`config.mk`:
```
export PLATFORM = sky130hd
export DESIGN_NAME = arima_seq_ctrl
export DESIGN_NICKNAME = d
export VERILOG_FILES = /design/src/rtl/arima_seq_ctrl.sv
export SDC_FILE = /design/constraint.sdc
export NUM_CORES = 1
export LEC_CHECK = 0
export CORE_ASPECT_RATIO = 1.25
export CORE_UTILIZATION = 25
export CTS_CLUSTER_SIZE = 25
export DETAILED_ROUTE_END_ITERATION = 6
export SETUP_SLACK_MARGIN = 0.1
export SLEW_MARGIN = 20
export SYNTH_ARGS = -nofsm -noshare
export SYNTH_HDL_FRONTEND = slang
export SYNTH_SLANG_ARGS = --single-unit
export TNS_END_PERCENT = 30
```
`constraint.sdc`:
```
create_clock -name clk -period 7 [get_ports clk]
set_input_delay 1.4 -clock clk [delete_from_list [all_inputs] [get_ports clk]]
set_output_delay 1.4 -clock clk [all_outputs]
set_load 0.02 [all_outputs]
```
`src/rtl/arima_seq_ctrl.sv`:
```
// arima_seq_ctrl: run sequencer for the ARIMA datapath.
// A run is: clear the datapath, ingest a history window through the sample
// handshake, seed the integrator, then alternate STEP/WAIT until the
// programmed number of forecasts has been handed to the consumer.
module arima_seq_ctrl #(
  parameter int N     = 32,
  parameter int CNT_W = 16,
  parameter int d_max = 10,
  parameter int p_max = 10,
  parameter int q_max = 10
) (
  input  logic             clk,
  input  logic             rst_n,
  input  logic             start,
  input  logic [CNT_W-1:0] n_hist,
  input  logic [CNT_W-1:0] n_pred,
  input  logic [N-1:0]     d_order,
  input  logic [N-1:0]     p_order,
  input  logic [N-1:0]     q_order,
  input  logic             smp_valid,
  output logic             smp_ready,
  input  logic [N-1:0]     smp_data,
  output logic [N-1:0]     dp_data_in,
  input  logic [N-1:0]     dp_data_out,
  input  logic             dp_overflow,
  output logic [1:0]       c_diff,
  output logic [1:0]       c_ar,
  output logic [1:0]       c_ma,
  output logic [1:0]       c_inte,
  output logic             sel_inte_in,
  output logic             fc_valid,
  input  logic             fc_ready,
  output logic [N-1:0]     fc_data,
  output logic             busy,
  output logic             done,
  output logic             cfg_err,
  output logic             ovf_err
);

  typedef enum logic [2:0] {
    S_IDLE, S_CLR, S_WARM, S_SEED, S_STEP, S_WAIT, S_DONE
  } state_t;

  typedef enum logic [1:0] {
    HOLD  = 2'b00,
    SHIFT = 2'b01,
    CLEAR = 2'b10,
    INIT  = 2'b11
  } code_t;

  localparam logic [CNT_W-1:0] CNT_ONE = CNT_W'(1);

  state_t           state, state_nxt;
  logic [CNT_W-1:0] hist_cnt, hist_nxt;
  logic [CNT_W-1:0] pred_cnt, pred_nxt;
  logic [CNT_W-1:0] n_hist_r, n_pred_r;
  logic [N-1:0]     last_smp;
  code_t            diff_r, ar_r, ma_r, inte_r;
  code_t            diff_nxt, ar_nxt, ma_nxt, inte_nxt;
  logic             sel_nxt;
  logic             cfg_bad, start_ok, smp_hs, warm_shift;

  // Orders compare unsigned on the full word, so "negative" orders are rejected.
  assign cfg_bad  = (d_order > N'(d_max)) || (p_order > N'(p_max)) ||
                    (q_order > N'(q_max)) || (N'(n_hist) <= d_order) ||
                    (n_pred == '0);
  assign start_ok = start && (state == S_IDLE) && !cfg_bad;
  assign smp_hs   = smp_valid && smp_ready;
  // SHIFT has to land on the accepted beat itself, so WARM bypasses the code registers.
  assign warm_shift = (state == S_WARM) && smp_hs;

  assign c_diff     = warm_shift ? SHIFT : diff_r;
  assign c_ar       = warm_shift ? SHIFT : ar_r;
  assign c_ma       = warm_shift ? SHIFT : ma_r;
  assign c_inte     = warm_shift ? SHIFT : inte_r;
  assign dp_data_in = (state == S_WARM) ? smp_data : last_smp;

  // Next-state and counter update logic.
  always_comb begin
    // NOTE: every signal gets a default before the case so no path leaves it unassigned (no latch).
    state_nxt = state;
    hist_nxt  = hist_cnt;
    pred_nxt  = pred_cnt;
    case (state)
      S_IDLE: if (start_ok) state_nxt = S_CLR;
      S_CLR: begin
        hist_nxt  = '0;
        state_nxt = S_WARM;
      end
      S_WARM: if (smp_hs) begin
        hist_nxt = hist_cnt + CNT_ONE;
        if (hist_nxt == n_hist_r) state_nxt = S_SEED;
      end
      S_SEED: begin
        pred_nxt  = '0;
        state_nxt = S_STEP;
      end
      S_STEP: state_nxt = S_WAIT;
      S_WAIT: if (fc_ready) begin
        pred_nxt  = pred_cnt + CNT_ONE;
        state_nxt = (pred_nxt == n_pred_r) ? S_DONE : S_STEP;
      end
      S_DONE:  state_nxt = S_IDLE;
      default: state_nxt = S_IDLE;
    endcase
  end

  // Stage codes for the state being entered; registered below so they are glitch-free.
  always_comb begin
    diff_nxt = HOLD;
    ar_nxt   = HOLD;
    ma_nxt   = HOLD;
    inte_nxt = HOLD;
    sel_nxt  = 1'b1;
    case (state_nxt)
      S_CLR: begin
        diff_nxt = CLEAR;
        ar_nxt   = CLEAR;
        ma_nxt   = CLEAR;
        inte_nxt = CLEAR;
      end
      S_SEED: begin
        diff_nxt = INIT;
        inte_nxt = INIT;
      end
      S_STEP: begin
        ar_nxt   = SHIFT;
        ma_nxt   = SHIFT;
        inte_nxt = SHIFT;
        sel_nxt  = 1'b0;
      end
      default: ;
    endcase
  end

  // State register.
  always_ff @(posedge clk or negedge rst_n) begin
    // NOTE: sequential state uses non-blocking assignments so every register samples pre-edge values.
    if (!rst_n) state <= S_IDLE;
    else        state <= state_nxt;
  end

  // Counters, captured run parameters, last accepted sample and forecast word.
  always_ff @(posedge clk or negedge rst_n) begin
    if (!rst_n) begin
      hist_cnt <= '0;
      pred_cnt <= '0;
      n_hist_r <= '0;
      n_pred_r <= '0;
      last_smp <= '0;
      fc_data  <= '0;
    end else begin
      hist_cnt <= hist_nxt;
      pred_cnt <= pred_nxt;
      if (start_ok) begin
        n_hist_r <= n_hist;
        n_pred_r <= n_pred;
      end
      if (warm_shift)        last_smp <= smp_data;
      if (state == S_STEP)   fc_data  <= dp_data_out;
    end
  end

  // Registered control and status outputs.
  always_ff @(posedge clk or negedge rst_n) begin
    if (!rst_n) begin
      diff_r      <= HOLD;
      ar_r        <= HOLD;
      ma_r        <= HOLD;
      inte_r      <= HOLD;
      sel_inte_in <= 1'b1;
      smp_ready   <= 1'b0;
      fc_valid    <= 1'b0;
      busy        <= 1'b0;
      done        <= 1'b0;
      cfg_err     <= 1'b0;
      ovf_err     <= 1'b0;
    end else begin
      diff_r      <= diff_nxt;
      ar_r        <= ar_nxt;
      ma_r        <= ma_nxt;
      inte_r      <= inte_nxt;
      sel_inte_in <= sel_nxt;
      smp_ready   <= (state_nxt == S_WARM);
      fc_valid    <= (state_nxt == S_WAIT);
      busy        <= (state_nxt != S_IDLE);
      done        <= (state_nxt == S_DONE);
      cfg_err     <= start && (state == S_IDLE) && cfg_bad;
      if (start_ok)                ovf_err <= 1'b0;
      else if (busy && dp_overflow) ovf_err <= 1'b1;
    end
  end

endmodule

```
==> metrics.md, run 1 <==
| Metric | Value |
|---|---|
| Logic depth of the worst register-to-register path | `6` |
| Commonest cells post-synth | `dfrtp_1, nand2_1, mux2_2, o21ai_0, clkbuf_1` |
| Number of buffers on the longest clock path | `2` |
| Critical path cell sequence | `clkdlybuf4s50_1 > nand3_2 > and2_1 > clkdlybuf4s50_1` |
| Critical path type | `in2out` |
| Post-DP HPWL | `17.5 mm` |
| Max Transition Viols Final | `0` |
| R2R Setup Slk | `4050 ps` |
| Sequential fraction of the synthesis area | `45.6%` |
| Post-synthesis cell count | `772` |
| Worst setup path end | `c_ar[1]` |
| Minimum clock period after layout | `4930 ps` |
| Weighted congestion at the end of routability-driven global placement | `0.854` |
| Die width | `161 microns` |
| Area used by sequential logic in the layout | `3600 sq um` |
| Pin count of the biggest net entering global routing | `87` |
| Number of enable flip-flop cells after synthesis | `0` |
| Leading post-synthesis cells by cell area | `dfrtp_1, mux2_2, nand2_1` |
| Mapped Avg Cell Area | `10.2 sq um` |
| Clock input transition at the sequential cells of the worst setup and hold paths | `60 ps` |
| Static leakage | `5.02 nW` |
| Worst Clk Skew | `12.0 ps` |
| Nets | `1248` |
| RR Endpoint | `busy` |
| Worst min-delay path class | `reg2reg` |
| Max_slew headroom | `36.5%` |
| Number of violations of the max-capacitance limit | `0` |
| Transition time at the pin with the least slew margin | `950 ps` |
| Residual DRC | `0` |
| Combined area of the multi-input logic cells | `4050 sq um` |
| Number of buffer and inverter stages on the critical path | `2` |
| All-Layer GR Usage | `14.6%` |
| Share of the clock period used by the worst path after layout | `70.4%` |
| Worst reg2reg startpoint | `pred_cnt[4]` |
| Main flop type after synthesis | `dfrtp_1` |
| Total via count in the routed design | `6707` |
| Required time at the endpoint of the critical path | `5600 ps` |
| I/O pin count | `277` |
| Number of warnings reported in the yosys synthesis log | `0` |
| Fill cell count | `3070` |
| Die outline height | `201 microns` |
| Effective utilization at floorplan | `25.5%` |
| Total number of H-tree levels | `4` |
| Number of buffers inserted by hold repair at cts | `0` |
| Clock root buffer master | `clkbuf_16` |
| Clock latency of the later-clocked register in the worst-skew pair | `430 ps` |
| Die area | `32300 sq um` |
| Via count of the first global-routing pass | `6770` |
| Highest-delay cell along the critical path | `nand3_2` |
| Post-synthesis register bit count | `144` |
| Cell variety after synth | `58` |
| Post-route ant nets | `0` |
| Layout overhead on the synthesized area | `47.2%` |
| Largest fanout on the critical path | `31` |
| Final hold slack | `469 ps` |
| Netlist area before placement | `7910 sq um` |
| Largest voltage drop on the vdd net | `0.191 mV` |
| Count of buffers from port buffering | `276` |
| Share of synthesized registers carrying an async set or reset | `100%` |
| RSZ-0062 raised after global routing | `false` |
| Result of the run | `complete, no violations` |
| Post-route cell area | `11600 sq um` |
| Number of vias per cell after detailed routing | `4.62` |
| Crit start category | `primary input` |
| Longest individual stage delay on the worst path | `600 ps` |
| Floorplan row count | `72` |
| Total stage count of the critical path | `4` |
| WL per Instance | `15.8 microns` |
| GR Overflow Total | `0` |
| Max Clk Rate | `0.203 GHz` |
| TritonCTS clock tree | `yes` |
| Count of clock tree sinks | `144` |
| Drt total wl | `22.9 mm` |
| CP arrival | `3530 ps` |
| Number of setup violations in the final report | `0` |
| Number of antenna violations at the first check in global routing | `1` |
| CP Capture Type | `output port` |
| Global-route wire length before repair | `36.8 mm` |
| Violation count after the first detailed-routing iteration | `354` |
| Cell seen most often among critical-path stages | `clkdlybuf4s50_1` |
| Cell family contributing the most delay on the critical path | `simple AND/OR/NAND/NOR gates` |
| Post-synthesis net count | `988` |
| Share of final-layout standard cells stronger than drive strength 1 | `14.7%` |
| Power Dens Cells | `312 nW/um^2` |
| Worst Setup SP | `smp_valid` |
| Post-cts repair resize count | `0` |
| Most common cell in the netlist | `dfrtp_1` |
| Aggregate negative setup slack | `0 ps` |
| Core ar. | `31000 sq um` |
| Number of clock buffers inserted by TritonCTS | `17` |
| Portion of synthesized cell area occupied by the leading cell type | `45.3%` |
| Cell area after placement | `11100 sq um` |
| Endpoints failing hold | `0` |
| Largest area contributor in the netlist | `dfrtp_1` |
| Count of buffers added by post-CTS timing repair for setup | `0` |
| Pre-Repair DR Iteration Count | `4` |
routing by layer:
layer / global-route usage [%] / wire length [microns] / vias up
met5: 0 / 0 / -
met4: 5.22 / 516 / 0
met2: 25.0 / 11500 / 214
li1: - / - / 3284
met3: 3.37 / 1100 / 31
met1: 17.7 / 9830 / 3178
where the power goes:
| group | switching, mW | internal, mW | total, mW |
|---|---|---|---|
| clock network | 0.398 | 0.501 | 0.899 |
| logic | 0.762 | 0.813 | 1.57 |
| registers | 0.119 | 1.04 | 1.16 |
flip-flops by register name, indices dropped and copies added, names as in the netlist:
signal and cells:
sel_inte_in 1, n_hist_r 16, cfg_err 1, hist_cnt 16, busy 1, last_smp 32, fc_data 32, fc_valid 1
ma_r 2, diff_r 2, n_pred_r 16, done 1, smp_ready 1, inte_r 2, pred_cnt 16, ovf_err 1
state 3
cell usage in the layout, fill, tap and decap left out, types with 19 or more instances in the layout:
| master | instances |
|---|---|
| xnor2_1 | 28 |
| o21ai_0 | 45 |
| nor4_1 | 32 |
| clkdlybuf4s50_1 | 275 |
| nand3_1 | 19 |
| nand2_1 | 131 |
| dfrtp_1 | 143 |
| inv_1 | 22 |
| mux2_2 | 67 |
| mux2_4 | 29 |
| nor2_1 | 31 |
tightest hold or removal path, cell delays in order (launching register included):
cell and delay, ps:
dfrtp_1 330, nand2_1 50, nand2_1 60
worst min-delay path by stage:
stage	startpoint	endpoint	slack [ps]	cells after the start
2_1_floorplan	last_smp[0]	last_smp[0]	440	2
3_3_place_gp	last_smp[11]	last_smp[11]	450	2
3_5_place_dp	last_smp[11]	last_smp[11]	460	2
4_1_cts	last_smp[11]	last_smp[11]	480	2
5_1_grt	last_smp[7]	last_smp[7]	490	2
6_report	last_smp[19]	last_smp[19]	470	2
layout make-up:
type                            instances  area share [%]
Antenna cell                            1          0.0215
Timing Repair Buffer                  283            24.2
Tap cell                              407            4.38
Sequential cell                       144            31.0
Inverter                               22           0.710
Multi-Input combinational cell        564            34.8
Clock inverter                         15            1.31
Clock buffer                           17            3.66
per-stage QoR:
stage	total power, mW	setup slack [ps]	utilization (%)	std cells
2_1_floorplan	2.02	3230	-	772
5_1_grt	3.84	1960	37.6	1453
3_5_place_dp	2.76	2040	35.7	1420
4_1_cts	3.69	2040	37.5	1452
6_report	3.63	2070	37.6	1453
3_3_place_gp	2.75	2090	35.7	1420
cells by family after synthesis:
kind of cell / after synthesis / synth area share, %
simple gates: 293 / 18.8
xor+xnor: 45 / 5.18
mux: 100 / 15.6
flops: 144 / 45.6
buf+inv: 64 / 3.45
fa+ha+maj: 18 / 2.85
compound gates: 108 / 8.55
No activity file was read; power rests on OpenSTA's default activity.
==> run 2: changes to the inputs <==
clock period = 5.15 ns   (was 7 ns; I/O delays follow)
==> metrics.md, run 2 (synthesis results as in run 1) <==
| Metric | Value |
|---|---|
| Clock input transition at the sequential cells of the worst setup and hold paths | `70 ps` |
| Count of buffers added by post-CTS timing repair for setup | `0` |
| Core ar. | `31000 sq um` |
| Final hold slack | `471 ps` |
| Max Clk Rate | `0.269 GHz` |
| Count of buffers from port buffering | `276` |
| Die width | `161 microns` |
| Share of the clock period used by the worst path after layout | `72.2%` |
| Layout overhead on the synthesized area | `47.4%` |
| Via count of the first global-routing pass | `6779` |
| Total via count in the routed design | `6746` |
| Crit start category | `primary input` |
| Worst min-delay path class | `reg2reg` |
| Largest fanout on the critical path | `23` |
| Worst hold path endpoint | `last_smp[19]` |
| Number of vias per cell after detailed routing | `4.64` |
| Pin count of the biggest net entering global routing | `65` |
| TritonCTS clock tree | `yes` |
| Power Dens Cells | `424 nW/um^2` |
| Count of clock tree sinks | `144` |
| Filler-free cell count of the finished design | `1454` |
| Die outline height | `201 microns` |
| Aggregate negative setup slack | `0 ps` |
| Logic gate share of total power | `43.3%` |
| CP Capture Type | `flop` |
| GR Overflow Total | `0` |
| R2R Setup Slk | `2170 ps` |
| Place WS | `1010 ps` |
| CP arrival | `4010 ps` |
| Clock root buffer master | `clkbuf_16` |
| Number of buffers on the longest clock path | `2` |
| Endpoints failing hold | `0` |
| Worst Setup SP | `d_order[13]` |
| Power Internal | `3.22 mW` |
| Pre-Repair DR Iteration Count | `4` |
| Residual DRC | `0` |
| Commonest cells after routing, fill and taps aside | `clkdlybuf4s50_1, dfrtp_1, nand2_1` |
| Share of final-layout standard cells stronger than drive strength 1 | `14.8%` |
| Required time at the endpoint of the critical path | `5440 ps` |
| Post-cts repair resize count | `0` |
| Clock latency of the later-clocked register in the worst-skew pair | `430 ps` |
| Placed cells | `1422` |
| Number of buffers inserted by hold repair at cts | `0` |
| Largest voltage drop on the vdd net | `0.261 mV` |
| RSZ-0062 raised after global routing | `false` |
| Switching power | `1.72 mW` |
| Nets | `1250` |
| Minimum clock period after layout | `3720 ps` |
| Number of violations of the max-capacitance limit | `0` |
| Worst hold start | `last_smp[19]` |
| I/O pin count | `277` |
| Number of clock buffers inserted by TritonCTS | `17` |
| Drt total wl | `23.1 mm` |
| Floorplan row count | `72` |
| Total number of H-tree levels | `4` |
| WL per Instance | `15.9 microns` |
| Weighted congestion at the end of routability-driven global placement | `0.833` |
| Violation count after the first detailed-routing iteration | `391` |
| All-Layer GR Usage | `14.7%` |
| Clock power frac | `24.9%` |
| Max_slew headroom | `36.5%` |
| Post-DP HPWL | `17.5 mm` |
| Effective utilization at floorplan | `25.5%` |
| Worst Clk Skew | `13.1 ps` |
| Final worst setup slack | `1430 ps` |
| Number of setup violations in the final report | `0` |
| Cell depth of the worst hold path | `2` |
| Worst reg2reg startpoint | `pred_cnt[3]` |
| Number of antenna repair diodes | `0` |
| Result of the run | `complete, no violations` |
| RR Endpoint | `inte_r[0]` |
| Global-route wire length before repair | `37.2 mm` |
| Max Transition Viols Final | `0` |
| Transition time at the pin with the least slew margin | `951 ps` |
| Die area | `32300 sq um` |
| Number of antenna violations at the first check in global routing | `0` |
| Largest registers | `fc_data x32, last_smp x32` |
| Static leakage | `5.03 nW` |
| Logic depth of the worst register-to-register path | `6` |
| Most common cell after layout, fill and taps aside | `clkdlybuf4s50_1` |
| Switching power share of the total | `34.8%` |
| Post-route ant nets | `0` |
| Sequential share of power | `31.8%` |
| Critical path type | `in2reg` |
-- run 2: cell count changes in the layout (fill, tap and decap cells not counted), sizes merged --
cell    delta
inv        -3
buf        +2
clkbuf     +3
diode      -1
-- run 2: power by group through the flow --
stage	clock, mW	combinational, mW	sequential [mW]
final	1.23	2.14	1.57
after global routing	1.32	2.31	1.61
after CTS	1.27	2.17	1.57
after detailed placement	0	2.16	1.59
after global placement	0	2.15	1.58
after floorplan	0	1.04	1.71
-- run 2: worst max-delay path, cell delays in order --
cell and delay [ps]:
clkdlybuf4s50_1 510, inv_1 50, ha_1 290, a21o_1 160, a21o_1 180, a21o_1 170
a211oi_1 510, nor4_4 110, buf_4 280, or4_2 710
-- run 2: metrics by stage --
stage                     instance area, sq um  power (mW)  util [%]
after floorplan                           7910        2.75         -
after global placement                   11100        3.73      35.7
after detailed placement                 11100        3.75      35.7
after CTS                                11700        5.01      37.6
after global routing                     11700        5.23      37.6
final                                    11700        4.94      37.6
-- run 2: area by class of cell --
type	count	area, sq um
fill	3098	19300
sequential	144	3600
timing repair buffer	285	2830
inverter	22	82.6
clock inverter	12	124
clock buffer	20	457
multi-input combinational	564	4050
tap	407	509
-- run 2: metal layers --
| layer | GRT usage (%) | vias to the layer above | part of all wire, % |
|---|---|---|---|
| met3 | 3.26 | 30 | 5.0 |
| met1 | 18.2 | 3225 | 43 |
| met4 | 4.75 | 0 | 1.8 |
| met5 | 0 | - | 0 |
| li1 | - | 3271 | - |
| met2 | 25.0 | 220 | 50 |
-- run 2: worst max path at each step --
stage,end,slack (ps),cells after the start
2_1_floorplan,n_hist_r[0],1750,7
5_1_grt,c_ar[1],1270,5
3_5_place_dp,busy,1010,10
4_1_cts,c_ma[1],1400,5
6_report,busy,1430,10
3_3_place_gp,busy,1030,10
